[src/rtl/vga_tile_compositor.sv]
// vga_tile_compositor: two-stage tile map + sprite overlay pixel compositor with collision flags
module vga_tile_compositor #(
  parameter int TILE_SIZE = 40,
  parameter int MAP_COLS = 17,
  parameter int MAP_ROWS = 12,
  parameter int NUM_SPRITES = 4,
  parameter int SPRITE_SIZE = 43,
  parameter int COORD_W = 11,
  localparam int MAP_W = MAP_COLS * TILE_SIZE,
  localparam int MAP_H = MAP_ROWS * TILE_SIZE,
  localparam int SL_W = $clog2(SPRITE_SIZE)
) (
  input  logic                           clk,
  input  logic                           reset,
  input  logic                           pix_valid,
  input  logic [COORD_W-1:0]             row,
  input  logic [COORD_W-1:0]             col,
  input  logic [COORD_W-1:0]             scroll_x,
  input  logic                           map_we,
  input  logic [7:0]                     map_row,
  input  logic [7:0]                     map_col,
  input  logic [1:0]                     map_type,
  input  logic [NUM_SPRITES-1:0]         spr_en,
  input  logic [NUM_SPRITES*COORD_W-1:0] spr_x,
  input  logic [NUM_SPRITES*COORD_W-1:0] spr_y,
  output logic [2:0]                     spr_id,
  output logic [SL_W-1:0]                spr_lx,
  output logic [SL_W-1:0]                spr_ly,
  input  logic [11:0]                    spr_rgb,
  input  logic                           spr_opaque,
  output logic [3:0]                     red,
  output logic [3:0]                     green,
  output logic [3:0]                     blue,
  output logic                           out_valid,
  output logic [NUM_SPRITES-1:0]         collide
);
  localparam int RW = $clog2(MAP_ROWS);
  localparam int CW = $clog2(MAP_COLS);
  localparam logic [COORD_W:0] MAP_W_C = (COORD_W+1)'(MAP_W);
  localparam logic [COORD_W:0] MAP_H_C = (COORD_W+1)'(MAP_H);
  localparam logic [COORD_W:0] TS_C = (COORD_W+1)'(TILE_SIZE);
  localparam logic [COORD_W:0] SS_C = (COORD_W+1)'(SPRITE_SIZE - 1);
  localparam logic [7:0] MR_C = 8'(MAP_ROWS);
  localparam logic [7:0] MC_C = 8'(MAP_COLS);
  logic [1:0] map_q [MAP_ROWS][MAP_COLS];
  logic [COORD_W-1:0] scroll_q;
  logic [COORD_W:0] cx, cy, wx_sum, wx, sx, sy;
  logic first_pix, off_map, any_hit;
  logic [RW-1:0] trow;
  logic [CW-1:0] tcol;
  logic [1:0] tile, tile1;
  logic [2:0] win;
  logic [SL_W-1:0] lx, ly;
  logic v1, first1, off1, hit1;
  logic [11:0] bg, pix;
  logic [NUM_SPRITES-1:0] hit_mask;
  always_comb begin
    cx = {1'b0, col};
    cy = {1'b0, row};
    first_pix = pix_valid && row == '0 && col == '0;
    wx_sum = cx + {1'b0, scroll_q};
    wx = wx_sum >= MAP_W_C ? wx_sum - MAP_W_C : wx_sum;
    off_map = cy >= MAP_H_C || cx >= MAP_W_C;
    trow = off_map ? '0 : RW'(cy / TS_C);
    tcol = off_map ? '0 : CW'(wx / TS_C);
    tile = map_q[trow][tcol];
    any_hit = 1'b0;
    win = '0;
    lx = '0;
    ly = '0;
    sx = '0;
    sy = '0;
    // Descending scan so the lowest-index hit is the last assignment and wins
    for (int i = NUM_SPRITES - 1; i >= 0; i--) begin
      sx = {1'b0, spr_x[i*COORD_W +: COORD_W]};
      sy = {1'b0, spr_y[i*COORD_W +: COORD_W]};
      if (spr_en[i] && cx >= sx && cx <= sx + SS_C && cy >= sy && cy <= sy + SS_C) begin
        any_hit = 1'b1;
        win = 3'(i);
        lx = SL_W'(cx - sx);
        ly = SL_W'(cy - sy);
      end
    end
  end
  always_comb begin
    bg = off1 ? 12'h000 : tile1 == 2'd0 ? 12'hf00 : tile1 == 2'd1 ? 12'h09f : tile1 == 2'd2 ? 12'h843 : 12'h0f2;
    pix = hit1 && spr_opaque ? spr_rgb : bg;
    hit_mask = v1 && hit1 && spr_opaque && tile1[1] && !off1 ? NUM_SPRITES'(1) << spr_id : '0;
  end
  always_ff @(posedge clk or posedge reset) begin
    if (reset) begin
      for (int r = 0; r < MAP_ROWS; r++)
        for (int c = 0; c < MAP_COLS; c++)
          map_q[r][c] <= (r == 0 || r == MAP_ROWS - 1) ? 2'd0 : r == MAP_ROWS - 2 ? 2'd3 : 2'd1;
    end else if (map_we && map_row < MR_C && map_col < MC_C) begin
      map_q[RW'(map_row)][CW'(map_col)] <= map_type;
    end
  end
  always_ff @(posedge clk or posedge reset) begin
    if (reset) begin
      scroll_q <= '0;
      v1 <= 1'b0;
      first1 <= 1'b0;
      off1 <= 1'b0;
      hit1 <= 1'b0;
      tile1 <= '0;
      spr_id <= '0;
      spr_lx <= '0;
      spr_ly <= '0;
      out_valid <= 1'b0;
      {red, green, blue} <= '0;
      collide <= '0;
    end else begin
      if (first_pix && {1'b0, scroll_x} < MAP_W_C) scroll_q <= scroll_x;
      v1 <= pix_valid;
      first1 <= first_pix;
      off1 <= off_map;
      hit1 <= any_hit;
      tile1 <= tile;
      spr_id <= win;
      spr_lx <= lx;
      spr_ly <= ly;
      out_valid <= v1;
      {red, green, blue} <= v1 ? pix : 12'h000;
      if (v1) collide <= (first1 ? '0 : collide) | hit_mask;
    end
  end
endmodule

[config.mk]
export PLATFORM = sky130hd
export DESIGN_NAME = vga_tile_compositor
export DESIGN_NICKNAME = d
export VERILOG_FILES = /design/src/rtl/vga_tile_compositor.sv
export SDC_FILE = /design/constraint.sdc
export NUM_CORES = 2
export LEC_CHECK = 0
export BUFFER_PORTS_ARGS = -buffer_cell sky130_fd_sc_hd__buf_4
export CAP_MARGIN = 30
export CORE_ASPECT_RATIO = 0.7
export CORE_UTILIZATION = 60
export CTS_CLUSTER_SIZE = 40
export DETAILED_ROUTE_END_ITERATION = 12
export PLACE_DENSITY = 0.86
export SLEW_MARGIN = 0
export SYNTH_ARGS = -nofsm -noshare
export SYNTH_HDL_FRONTEND = slang
export SYNTH_SLANG_ARGS = --single-unit
[constraint.sdc]
create_clock -name clk -period 14.6 [get_ports clk]
set_input_delay 0.73 -clock clk [delete_from_list [all_inputs] [get_ports clk]]
set_output_delay 0.73 -clock clk [all_outputs]
set_load 0.02 [all_outputs]
==> results.json <==
{
  "synth-async-reset-ratio_pct": 100,
  "initial_utilization_pct": 61.3,
  "p_leak_nw": 15.3,
  "antennaDiodeCount": 0,
  "core-area_mm2": 0.0497,
  "synth_flop_cell": "dfrtp_1",
  "syn_inst": 3197,
  "syn-cell-area_mm2": 0.0304,
  "synth_edf_count": 0,
  "yosys-top-cells-area": "dfrtp_1 (22%), dfstp_2 (16%), mux2_2 (16%)",
  "grt_pass1_wl_um": 145000,
  "clk_pin_slew_ps": 70,
  "r2r_slack_ps": 7740,
  "setup_slack_ps": 7600,
  "dp_hpwl_um": 62300,
  "outcome": "finished clean",
  "slew-limit-headroom_pct": 24.9,
  "h-tree-depth": 2,
  "drtAntennaViolNets": 0,
  "ir_drop_v": 0.0000843,
  "worstRegToRegCells": 20,
  "pre_cts_slack_ps": 7260,
  "powerDensity_mw_per_mm2": 90.7,
  "num_rows": 68,
  "clock-sinks": 456,
  "grt_usage_pct": 35.5,
  "fin_util_pct": 68.6,
  "ys_top_cells_by_count": "mux2_2 (427), nand2_1 (407), nor2_1 (277), dfrtp_1 (269), dfstp_2 (187)",
  "slew_violations": 0,
  "yosysWarnings": 0,
  "finalSetupViolations": 0,
  "max_cap_violations": 0,
  "die_h_um": 190,
  "clk_latency_ps": 570,
  "drtPass1Iterations": 7,
  "area_growth_pct": 12.0,
  "gp_congestion": 0.997,
  "routed_wl_um": 92100,
  "top_usage_layer": "met2",
  "seq_area_frac_synth_pct": 38.2,
  "rsz0062_at_grt": "no",
  "die_area_mm2": 0.0517,
  "ys_ff_latch": 456,
  "synth_top_area_cell": "dfrtp_1",
  "met3_usage_pct": 8.63,
  "detail_route.iter0.violations": 3160,
  "grt_max_degree": 158,
  "syn_nets": 3558,
  "overflow": 0,
  "port_buffers": 190,
  "clock_skew_ps": 27.3,
  "setup_tns_ps": 0,
  "cts-buffers-inserted": 45,
  "timing_worst_slew_pin_value_ps": 1120,
  "crit_fanout": 18,
  "antenna_found_initial": 0,
  "hold_path.class": "input pin to asynchronous set/reset pin",
  "postSynthAreaPerCell_um2": 9.52,
  "start_kind": "input pin",
  "netlist.area_leader.share_pct": 22.1,
  "cts_setup_buffers": 0,
  "period_minus_slack_ps": 7000,
  "cts.repair.resized": 0,
  "met2_usage_pct": 52.0,
  "synth.most_common_cell": "mux2_2",
  "routed_via_density": 6.50,
  "nets": 3666,
  "fin_crit_sh_pct": 47.9,
  "drive_gt1_share_pct": 29.0,
  "cp-startpoint": "col[1]",
  "synth_cell_types": 96,
  "worstPathRequired_ps": 15080,
  "dp_cells": 3921,
  "hold_buffers": 0,
  "pin_count": 192,
  "reg2reg_from": "scroll_q[0]",
  "cp-end-kind": "flip-flop",
  "cts_tree": "yes",
  "num_vias": 26044,
  "drc": 0,
  "critPathKind": "input pin to flip-flop",
  "finalHoldViolations": 0,
  "grt_pass1_vias": 25445,
  "die_x_um": 271,
  "root_buffer": "clkbuf_16",
  "clk_path_buf_depth": 3,
  "met1_usage_pct": 51.1,
  "stdcell_count": 4006,
  "max_freq_mhz": 143,
  "reg2reg_to": "tile1[0]",
  "worstPathArrival_ps": 7470,
  "wl_per_cell_um": 23.0
}
==> metal layers <==
layer,share of wire (%),vias to the layer above
li1,-,11608
met1,42,12659
met2,42,1491
met3,12,286
met4,4.1,0
met5,0,-
==> area by class of cell <==
type	instances	area (um2)
timing repair buffer	232	1860
clock buffer	63	1320
tap	665	832
clock inverter	20	231
multi-input combinational	2442	17700
sequential	456	11600
fill	3701	15600
inverter	128	488
==> state kept, by name, summed over array words and instances (netlist names) <==
| register | cells |
|---|---|
| map_q | 408 |
| scroll_q | 11 |
| spr_lx | 6 |
| spr_ly | 6 |
| blue | 4 |
| collide | 4 |
| green | 4 |
| red | 4 |
| spr_id | 2 |
| tile1 | 2 |
| first1 | 1 |
| hit1 | 1 |
| off1 | 1 |
| out_valid | 1 |
| v1 | 1 |
==> logic make-up (layout without fill, tap and decap cells) <==
group | after synthesis | in the layout | synth area share [%]
other | 1 | 1 | 0.0123
XOR/XNOR | 94 | 94 | 2.70
AND/OR/NAND/NOR | 1124 | 1124 | 16.9
adder cells (fa/ha/maj) | 204 | 204 | 8.78
flip-flops | 456 | 456 | 38.2
buffers and inverters | 299 | 443 | 3.81
AO/OA/AOI/OAI | 540 | 540 | 11.9
multiplexers | 479 | 479 | 17.6
==> critical path, cell delays in order <==
cell and delay [ps]:
buf_4 170, inv_1 230, fa_1 490, nand2b_1 220, a211oi_2 400, o41ai_1 160
nor2_1 580, nand2_1 200, nor4_1 360, mux2_2 440, nor3_1 100, o21ai_0 340
and3_1 330, o32ai_1 130, a31oi_1 770, o21a_1 700, mux2_4 360, a2111oi_1 410
nor3_1 100, o311ai_1 230
==> stage by stage <==
step	area, um2	hold WS [ps]	power (mW)
2_1_floorplan	30400	418	1.67
3_3_place_gp	32400	471	1.85
3_5_place_dp	32500	477	1.87
4_1_cts	34000	269	3.08
5_1_grt	34100	31.0	3.20
6_report	34100	34.6	3.09
==> report_power, final <==
group          leakage (nW)  switching [mW]  total, mW  internal (mW)
registers              5.66         0.00536       1.28           1.27
logic                  8.85           0.376      0.592          0.216
clock network         0.762           0.519       1.22          0.704
total                  15.3           0.900       3.09           2.19
==> worst max path at each step <==
stage | to | slack [ps] | depth (start not counted)
floorplan | blue[0] | 1470 | 1
global placement | tile1[0] | 7320 | 20
finish | tile1[0] | 7600 | 20
CTS | tile1[0] | 7820 | 20
detailed placement | tile1[0] | 7260 | 20
global route | tile1[1] | 7120 | 20
==> cells in the final DEF (no fill, tap or decap), drive strengths merged, types with 15 or more instances in the layout <==
cell type | netlist | layout
a211oi | 16 | 16
a21o | 34 | 34
a21oi | 133 | 133
a311oi | 22 | 22
a31oi | 22 | 22
and3 | 15 | 15
buf | 33 | 232
clkbuf | 138 | 63
dfrtp | 269 | 269
dfstp | 187 | 187
fa | 17 | 17
ha | 184 | 184
inv | 128 | 130
mux2 | 430 | 430
mux2i | 48 | 48
nand2 | 408 | 408
nand2b | 52 | 52
nand3 | 121 | 121
nand4 | 49 | 49
nor2 | 278 | 278
nor2b | 57 | 57
nor3 | 57 | 57
nor4 | 18 | 18
o211ai | 23 | 23
o21a | 21 | 21
o21ai | 125 | 125
o221ai | 34 | 34
or3 | 24 | 24
xnor2 | 72 | 72
xor2 | 22 | 22
Note: power is estimated with default switching activity, not from simulation.
